`config.mk`:
```
export PLATFORM = sky130hd
export DESIGN_NAME = booth_mul_arbiter_flat
export DESIGN_NICKNAME = d
export VERILOG_FILES = /design/src/rtl/booth_mul_arbiter_if.sv /design/src/rtl/booth_mul_arbiter.sv /design/src/flat_wrapper.sv
export SDC_FILE = /design/constraint.sdc
export NUM_CORES = 1
export LEC_CHECK = 0
export CORE_UTILIZATION = 41
export CTS_CLUSTER_DIAMETER = 80
export DETAILED_ROUTE_END_ITERATION = 16
export GPL_ROUTABILITY_DRIVEN = 1
export PLACE_DENSITY = 0.86
export SLEW_MARGIN = 0
export SYNTH_ARGS = -nofsm -noshare
export SYNTH_HDL_FRONTEND = slang
export SYNTH_SLANG_ARGS = --single-unit
```
`constraint.sdc`:
```
create_clock -name clk_i -period 2.39 [get_ports clk_i]
set_clock_uncertainty 0.2 [all_clocks]
set_input_delay 0.3585 -clock clk_i [delete_from_list [all_inputs] [get_ports clk_i]]
set_output_delay 0.3585 -clock clk_i [all_outputs]
set_load 0.05 [all_outputs]
```
`src/rtl/booth_mul_arbiter_if.sv`:
```
// rtl/booth_mul_arbiter_if.sv - request/response bundle between requesters, consumer and the multiplier arbiter
interface booth_mul_arbiter_if #(
  parameter int NREQ  = 4,
  parameter int WIDTH = 4
);
  localparam int IDW = (NREQ > 1) ? $clog2(NREQ) : 1;

  logic [NREQ-1:0]       req_valid;
  logic [NREQ*WIDTH-1:0] req_a;
  logic [NREQ*WIDTH-1:0] req_b;
  logic [NREQ-1:0]       req_ready;
  logic                  resp_valid;
  logic [IDW-1:0]        resp_id;
  logic [2*WIDTH-1:0]    resp_product;
  logic                  resp_err;
  logic                  resp_ready;

  modport master (
    output req_valid, req_a, req_b, resp_ready,
    input  req_ready, resp_valid, resp_id, resp_product, resp_err
  );

  modport slave (
    input  req_valid, req_a, req_b, resp_ready,
    output req_ready, resp_valid, resp_id, resp_product, resp_err
  );
endinterface

```
`src/rtl/booth_mul_arbiter.sv`:
```
// rtl/booth_mul_arbiter.sv - round-robin sharing of one sequential Booth multiplier core with watchdog abort
module booth_mul_arbiter #(
  parameter int NREQ    = 4,
  parameter int WIDTH   = 4,
  parameter int TIMEOUT = 15
) (
  input  logic               clk_i,
  input  logic               reset_i,
  booth_mul_arbiter_if.slave bus,
  output logic               core_start_o,
  output logic [WIDTH-1:0]   core_a_o,
  output logic [WIDTH-1:0]   core_b_o,
  input  logic [2*WIDTH-1:0] core_product_i,
  input  logic               core_done_i,
  output logic               busy_o
);
  localparam int IDW  = (NREQ > 1) ? $clog2(NREQ) : 1;
  localparam int IDW1 = IDW + 1;
  localparam int WDW  = $clog2(TIMEOUT + 1);
  localparam int PW   = 2 * WIDTH;

  typedef enum logic [1:0] {S_IDLE, S_ISSUE, S_WAIT, S_RESP} state_t;

  state_t           state_q, state_d;
  logic [IDW-1:0]   rr_ptr_q, rr_ptr_d;
  logic [IDW-1:0]   id_q, id_d;
  logic [WDW-1:0]   wd_cnt_q, wd_cnt_d;
  logic [WIDTH-1:0] a_q, a_d;
  logic [WIDTH-1:0] b_q, b_d;
  logic [PW-1:0]    product_q, product_d;
  logic             err_q, err_d;

  logic             grant_found;
  logic [IDW-1:0]   grant_idx;
  logic [IDW1-1:0]  cand;

  // Search starts at rr_ptr and wraps modulo NREQ; first valid requester wins.
  always_comb begin
    grant_found = 1'b0;
    grant_idx   = '0;
    cand        = '0;
    for (int k = 0; k < NREQ; k++) begin
      cand = {1'b0, rr_ptr_q} + IDW1'(k);
      if (cand >= IDW1'(NREQ)) begin
        cand = cand - IDW1'(NREQ);
      end
      if (!grant_found && bus.req_valid[cand[IDW-1:0]]) begin
        grant_found = 1'b1;
        grant_idx   = cand[IDW-1:0];
      end
    end
  end

  always_comb begin
    state_d       = state_q;
    rr_ptr_d      = rr_ptr_q;
    id_d          = id_q;
    wd_cnt_d      = wd_cnt_q;
    a_d           = a_q;
    b_d           = b_q;
    product_d     = product_q;
    err_d         = err_q;
    bus.req_ready = '0;
    core_start_o  = 1'b0;

    unique case (state_q)
      S_IDLE: begin
        if (grant_found) begin
          bus.req_ready[grant_idx] = 1'b1;
          a_d     = bus.req_a[int'(grant_idx)*WIDTH +: WIDTH];
          b_d     = bus.req_b[int'(grant_idx)*WIDTH +: WIDTH];
          id_d    = grant_idx;
          state_d = S_ISSUE;
        end
      end
      S_ISSUE: begin
        core_start_o = 1'b1;
        wd_cnt_d     = '0;
        state_d      = S_WAIT;
      end
      S_WAIT: begin
        // A done arriving on the last allowed cycle still beats the watchdog.
        if (core_done_i) begin
          product_d = core_product_i;
          err_d     = 1'b0;
          state_d   = S_RESP;
        end else if (wd_cnt_q == WDW'(TIMEOUT - 1)) begin
          product_d = '0;
          err_d     = 1'b1;
          state_d   = S_RESP;
        end else begin
          wd_cnt_d = wd_cnt_q + 1'b1;
        end
      end
      S_RESP: begin
        if (bus.resp_ready) begin
          rr_ptr_d = (id_q == IDW'(NREQ - 1)) ? '0 : id_q + 1'b1;
          state_d  = S_IDLE;
        end
      end
      default: state_d = S_IDLE;
    endcase
  end

  always_ff @(posedge clk_i) begin
    if (reset_i) begin
      state_q   <= S_IDLE;
      rr_ptr_q  <= '0;
      id_q      <= '0;
      wd_cnt_q  <= '0;
      a_q       <= '0;
      b_q       <= '0;
      product_q <= '0;
      err_q     <= 1'b0;
    end else begin
      state_q   <= state_d;
      rr_ptr_q  <= rr_ptr_d;
      id_q      <= id_d;
      wd_cnt_q  <= wd_cnt_d;
      a_q       <= a_d;
      b_q       <= b_d;
      product_q <= product_d;
      err_q     <= err_d;
    end
  end

  assign bus.resp_valid   = (state_q == S_RESP);
  assign bus.resp_id      = id_q;
  assign bus.resp_product = product_q;
  assign bus.resp_err     = err_q;
  assign core_a_o         = a_q;
  assign core_b_o         = b_q;
  assign busy_o           = (state_q != S_IDLE);
endmodule

```
`src/flat_wrapper.sv`:
```
// flat-port wrapper written by rule: the top's interface ports become plain ports
module booth_mul_arbiter_flat 
#(
  parameter int NREQ    = 4,
  parameter int WIDTH   = 4,
  parameter int TIMEOUT = 15
)
  (clk_i, reset_i, core_start_o, core_a_o, core_b_o, core_product_i, core_done_i, busy_o, bus_req_valid, bus_req_a, bus_req_b, bus_resp_ready, bus_req_ready, bus_resp_valid, bus_resp_id, bus_resp_product, bus_resp_err);
  booth_mul_arbiter_if #(.NREQ(NREQ), .WIDTH(WIDTH)) bus_i ();
  input  logic clk_i;
  input  logic reset_i;
  output logic core_start_o;
  output logic [WIDTH-1:0] core_a_o;
  output logic [WIDTH-1:0] core_b_o;
  input  logic [2*WIDTH-1:0] core_product_i;
  input  logic core_done_i;
  output logic busy_o;
  input wire logic [$bits(bus_i.req_valid)-1:0] bus_req_valid;
  input wire logic [$bits(bus_i.req_a)-1:0] bus_req_a;
  input wire logic [$bits(bus_i.req_b)-1:0] bus_req_b;
  input wire logic [$bits(bus_i.resp_ready)-1:0] bus_resp_ready;
  output wire logic [$bits(bus_i.req_ready)-1:0] bus_req_ready;
  output wire logic [$bits(bus_i.resp_valid)-1:0] bus_resp_valid;
  output wire logic [$bits(bus_i.resp_id)-1:0] bus_resp_id;
  output wire logic [$bits(bus_i.resp_product)-1:0] bus_resp_product;
  output wire logic [$bits(bus_i.resp_err)-1:0] bus_resp_err;
  assign bus_i.req_valid = bus_req_valid;
  assign bus_i.req_a = bus_req_a;
  assign bus_i.req_b = bus_req_b;
  assign bus_i.resp_ready = bus_resp_ready;
  assign bus_req_ready = bus_i.req_ready;
  assign bus_resp_valid = bus_i.resp_valid;
  assign bus_resp_id = bus_i.resp_id;
  assign bus_resp_product = bus_i.resp_product;
  assign bus_resp_err = bus_i.resp_err;
  booth_mul_arbiter #(.NREQ(NREQ), .WIDTH(WIDTH), .TIMEOUT(TIMEOUT)) u_core (.clk_i(clk_i), .reset_i(reset_i), .bus(bus_i), .core_start_o(core_start_o), .core_a_o(core_a_o), .core_b_o(core_b_o), .core_product_i(core_product_i), .core_done_i(core_done_i), .busy_o(busy_o));
endmodule
```
* Word-level counts from Yosys, hierarchy flattened *
Index checks and enable logic that the tools add are counted.

storage, ports and cells
  register bits after elaboration = 27
  output and inout port bits = 26
  word-level logic and storage cells = 93

cells by class
  $add $sub $neg = 9
  order comparisons = 10
  eq/ne operators = 10
  shift operators = 2
  multiplexer cells = 38
  reduce and logical (&&, ||, !) cells = 16

operator list
  cell                                                                    number
  16-bit by 5-bit indexed part select with 4-bit output                   2
  2-bit two-way mux                                                       13
  4-bit two-way mux                                                       4
  8-bit two-way mux                                                       2
  2-bit by 3-bit < comparator with 1-bit output (second input constant)   5
  1-bit two-way mux                                                       12
  3-bit >= comparator (second input constant)                             3
  1-bit binary-select mux with 2-bit select                               4
  2-bit one-hot mux with 4 select lines                                   1
  4-bit one-hot mux with 2 select lines                                   1
  2-bit by 1-bit subtractor with 2-bit output (second input constant)     4
  2-bit by 2-bit adder with 3-bit output (second input constant)          2
  2-bit equality test (second input constant)                             3
  2-bit != test (second input constant)                                   3
  2-bit AND reduction                                                     3
  3-bit AND reduction                                                     2
  2-bit nonzero test                                                      3
  4-bit by 1-bit adder with 4-bit output (second input constant)          1
  4-bit equality test (second input constant)                             1
  1-bit logical AND                                                       4
  2-bit by 1-bit adder with 3-bit output (second input constant)          1
  2-bit by 3-bit >= comparator with 1-bit output (second input constant)  1
  1-bit zero test                                                         3
  3-bit by 2-bit != test with 1-bit output (second input constant)        1
  6 further kinds                                                         6

* Logic depth before layout (Yosys ltp) *
  depth after elaboration = 20
  depth in mapped cells = 8

* Worst setup path before layout *
Ideal clock, no wire load.

  path kind = register -> output
  start = register u_core.rr_ptr_q[1]
  end = output bus_req_ready[1]
  arrival time = 2.507 ns
  required time = 1.832 ns
  slack = -0.675 ns
  stages on the path, launching flop included = 7
  cell sequence = dfxtp_1 -> mux2i_1 -> nor2_4 -> or3_1 -> buf_6 -> buf_12 -> nor3_1

on the way
  longest elaborated chain between the ends = 20

ends and longest elaborated chain
  element                                                                          RTL line                  source
  from (decl)                                                                      booth_mul_arbiter.sv:25   logic [IDW-1:0] rr_ptr_q, rr_ptr_d;
  from (signal assigned)                                                           booth_mul_arbiter.sv:117  rr_ptr_q <= rr_ptr_d;
  branches (longest 18 deep; another with 2-bit by 1-bit adder with 3-bit output)  n/a
  4-bit two-way mux (*)                                                            booth_mul_arbiter.sv:68   if (grant_found) begin
  4-bit two-way mux (*)                                                            booth_mul_arbiter.sv:66   unique case (state_q)
  to (decl)                                                                        flat_wrapper.sv:22        output wire logic [$bits(bus_i.req_ready)-1:0] bus_req_ready;

Mark *: on every way between the ends. The select of a mux whose other input is x is not followed.

* Worst setup path after layout *
Same ends and word-level chain as after synthesis.

==> metrics list <==
* Overall track demand over capacity in global routing: 20.6%
* Synth cell types: 34
- Clock net sink count: 27
* Data required time of the critical path: 1830 ps
* Initial standard-cell utilization of the core: 42.7%
- Kind of critical path: reg -> out
* Maximum number of pins on one net before global-route repair: 19
- Worst Tran Pin Value: 675 ps
* Layout cell share with drive strength beyond 1: 19.0%
- The analysis attributes to net switching a power of 981 uW.
* Mean cell area of the mapped netlist: 9.29 um2
- Filler Cell Count: 293
* Power share of the combinational group: 60.1%
- Die footprint: 4060 um2
- Clock network latency to the later pin of the worst-skew pair: 270 ps
- After detailed routing, the number of remaining DRC violations is 0.
* Count of vias placed by the detailed router: 1560
- The signal on the critical path passes through mux2i_4 > nor2_4 > or3_4 > nor3_4 > buf_12.
- In this run switching power makes up 45.5% of total power.
- Total global routing overflow: 0
* Maximum buffer depth of the clock tree: 2
- TritonCTS built the clock tree.
- Max stage delay on crit path: 410 ps
- Worst slack at placement: -263 ps
- Highest metal used: met3
- The tool flagged a number of max-cap violations equal to 0.
- Top cells by instance count after synthesis: sky130_fd_sc_hd__dfxtp_1, sky130_fd_sc_hd__nor2_1, sky130_fd_sc_hd__a211oi_1, sky130_fd_sc_hd__mux2i_1, sky130_fd_sc_hd__nand2_1
* Chip Height: 63.7 um
- Proportion of power drawn by flip-flops and latches: 28.1%
* Setup slack, reg-to-reg: 240 ps
* Number of buffers added by the clock tree synthesis step: 3
* Length of routed met3 wiring: 259 um
- Derived from the worst setup path, the maximum achievable clock frequency is 429 MHz.
- For this design the ratio of total power to cell area is 849 nW/um2.
* Proportion of synthesized flip-flops having asynchronous set or reset: 0%
- Yosys mapped a number of flops with a built-in enable equal to 0.
- For the final routed database, the setup TNS stands at 0 ps.
- IO Count: 74
* Number of placement rows: 22
- Measured along the x axis, the die boundary spans 63.7 um.
- Drt via density: 5.27
- Summed over all instances, the cell type with the most area after synthesis is sky130_fd_sc_hd__dfxtp_1.
* Final Net Count: 304
- Wire length of the first global-routing pass: 6600 um
* Signed area change from the synthesized netlist to the final layout: 62.7%
* DRT Pass-1 Iters: 4
- Count of warnings emitted by yosys: 0
- Registers take 544 um2.
- Setup violations remaining at the end of the flow were counted as 0.
- The initial antenna violation count is 0.
- Routed length on met1: 1860 um
* Unrepaired setup endpoints after global routing: false
- Detailed placement ended at an HPWL of 3090 um.
- Design internal power: 1180 uW
* Area used by multi-input combinational logic: 982 um2
* Sort of element at the start of the critical path: register
- The max-slew violation count is 0.
- Number of DRC violations after detailed-routing iteration 0: 53
* Part of the Yosys area used for sequential elements: 34.6%
* Dominant cell by count in the synthesized netlist: sky130_fd_sc_hd__dfxtp_1
- Most used flip-flop cell after synthesis: sky130_fd_sc_hd__dfxtp_1
- The number of global-route vias before repair was 1426.
- Worst slew margin: 54.8%
* Clock power share: 11.8%
- After detailed placement, the design holds a cell count of 292.
* Number of register bits inferred by synthesis: 27
* Net count of the mapped netlist: 223
- The number of hold violations in the final report was 0.
* Period utilisation layout: 97.6%
- After clock tree synthesis, the clock-pin slew on the worst setup and hold paths is 90 ps.
- Hold_buf cts: 0
- The tightest min-delay check is of the reg -> reg type.
- The worst path needs 2330 ps of the cycle, external delays included.
- The core region is 3660 um2.
- Once the clock tree was built, the setup fixing pass inserted 0 buffers.
- Summing every instance area after synthesis gives 1560 um2.
* Endpoint class of the critical path: primary output
* Number of H-tree levels: 1
* Leakage Power: 0.000976 uW
* Peak ir drop on the vdd network: 428 uV
- Outcome: complete, no violations
- Setup slack after layout: 58.5 ps
- 0 antenna diodes ended up in the layout.
* Cell count after synthesis: 168
- Power, Total: 2160 uW
- In this run the remaining antenna-violating nets after routing total 0.
* Slowest cell on the critical path: sky130_fd_sc_hd__dfxtp_4
- In the detailed route, the total length drawn on met2 is 2090 um.
- I/O Buffers: 73
* Number of standard cells in the layout, taps in and fillers out: 296
- After detailed routing, the average wire length per cell comes to 14.2 um.
- In this run the worst path has a maximum fanout of 6.
* Area share of the largest cell type after synthesis: 34.6%
- The cell sitting at the root of the clock tree is a sky130_fd_sc_hd__clkbuf_8.
- For the worst setup path, the data arrival time is 1770 ps.
* Last weighted congestion value of the routability-driven placer: 0.761
* Main area contributors after synthesis: sky130_fd_sc_hd__dfxtp_1, sky130_fd_sc_hd__a2111oi_2, sky130_fd_sc_hd__mux2i_1
* Routed wire length: 4210 um
- Hold slack: 258 ps
## power groups by stage
stage          Combinational [uW]  Clock (uW)  Sequential, uW
4_1_cts                      1280         259             607
2_1_floorplan                 588           0             861
6_report                     1300         254             606
5_1_grt                      1370         285             619
3_3_place_gp                 1250           0             613
3_5_place_dp                 1270           0             614
## stage by stage
stage | utilization (%) | instance area (um2)
after floorplan | - | 1570
after global placement | 66.2 | 2420
after detailed placement | 66.2 | 2420
after CTS | 68.1 | 2490
after global routing | 69.4 | 2540
final | 69.4 | 2540
## cells in the final DEF (no fill, tap or decap), types with 2 or more instances in the layout
| cell type | instances |
|---|---|
| sky130_fd_sc_hd__a21oi_1 | 7 |
| sky130_fd_sc_hd__dlygate4sd2_1 | 2 |
| sky130_fd_sc_hd__nor3_2 | 2 |
| sky130_fd_sc_hd__nand2_1 | 8 |
| sky130_fd_sc_hd__nor2_4 | 2 |
| sky130_fd_sc_hd__mux2i_1 | 9 |
| sky130_fd_sc_hd__dfxtp_1 | 26 |
| sky130_fd_sc_hd__nand2b_1 | 3 |
| sky130_fd_sc_hd__xor2_1 | 2 |
| sky130_fd_sc_hd__buf_12 | 3 |
| sky130_fd_sc_hd__a22oi_1 | 8 |
| sky130_fd_sc_hd__nand3_1 | 2 |
| sky130_fd_sc_hd__nor2_1 | 15 |
| sky130_fd_sc_hd__dlymetal6s2s_1 | 2 |
| sky130_fd_sc_hd__buf_4 | 15 |
| sky130_fd_sc_hd__o21bai_1 | 8 |
| sky130_fd_sc_hd__a2111oi_2 | 7 |
| sky130_fd_sc_hd__clkdlybuf4s50_1 | 64 |
| sky130_fd_sc_hd__nor3_1 | 3 |
| sky130_fd_sc_hd__a31oi_1 | 2 |
| sky130_fd_sc_hd__nor4b_1 | 8 |
| sky130_fd_sc_hd__inv_1 | 7 |
| sky130_fd_sc_hd__ha_1 | 7 |
| sky130_fd_sc_hd__and2_1 | 3 |
| sky130_fd_sc_hd__clkbuf_8 | 3 |
| sky130_fd_sc_hd__a211oi_1 | 10 |
| sky130_fd_sc_hd__buf_6 | 2 |
## area by class of cell
cell class,instances,area share [%]
timing repair buffer,88,34.6
sequential,27,21.4
inverter,8,1.18
clock buffer,4,1.77
tap,48,2.36
multi-input combinational,121,38.7
## cell families (layout without fill, tap and decap cells)
group	count (synthesis)	in the layout	share of synthesized area [%]
AOI/OAI and AO/OA	47	47	26.1
adders and majority gates	7	7	5.61
DFF	27	27	34.6
xor gates and xnor gates	2	2	1.12
and+or+nand+nor	55	55	19.2
buffers and inverters	20	100	6.97
muxes	10	10	6.41
## what timing repair did
item                       in CTS  in global routing
pin swaps                       2                  3
resized for setup               9                 12
setup endpoints to repair       4                  4
## registers in the layout (all words and copies together) (netlist names)
| signal | cells |
|---|---|
| u_core.bus.resp_id | 2 |
| u_core.rr_ptr_q | 2 |
| u_core.wd_cnt_q | 4 |
| u_core.core_b_o | 4 |
| u_core.bus.resp_product | 8 |
| u_core.bus.resp_err | 1 |
| u_core.state_q | 2 |
| u_core.core_a_o | 4 |
## path summary, 6_finish.rpt
check / startpoint / endpoint / cells after the start
min: u_core.bus.resp_err / u_core.bus.resp_err / 2
max reg2reg: u_core.rr_ptr_q[1] / u_core.core_b_o[2] / 6
min reg2reg: u_core.bus.resp_err / u_core.bus.resp_err / 2
max: u_core.rr_ptr_q[1] / bus_req_ready[1] / 5
## per-layer routing
layer,global-route usage (%),vias to the layer above
met1,25.7,715
met2,37.0,67
met4,2.56,0
li1,-,778
met5,0,-
met3,3.99,0
## worst max-delay path: cells and delay by family, from the launching register on
family	cells	cell delay [ps]
buf+inv	1	160
mux	1	260
simple gates	3	660
flops	1	410
Power figures use the tool's default switching activity.
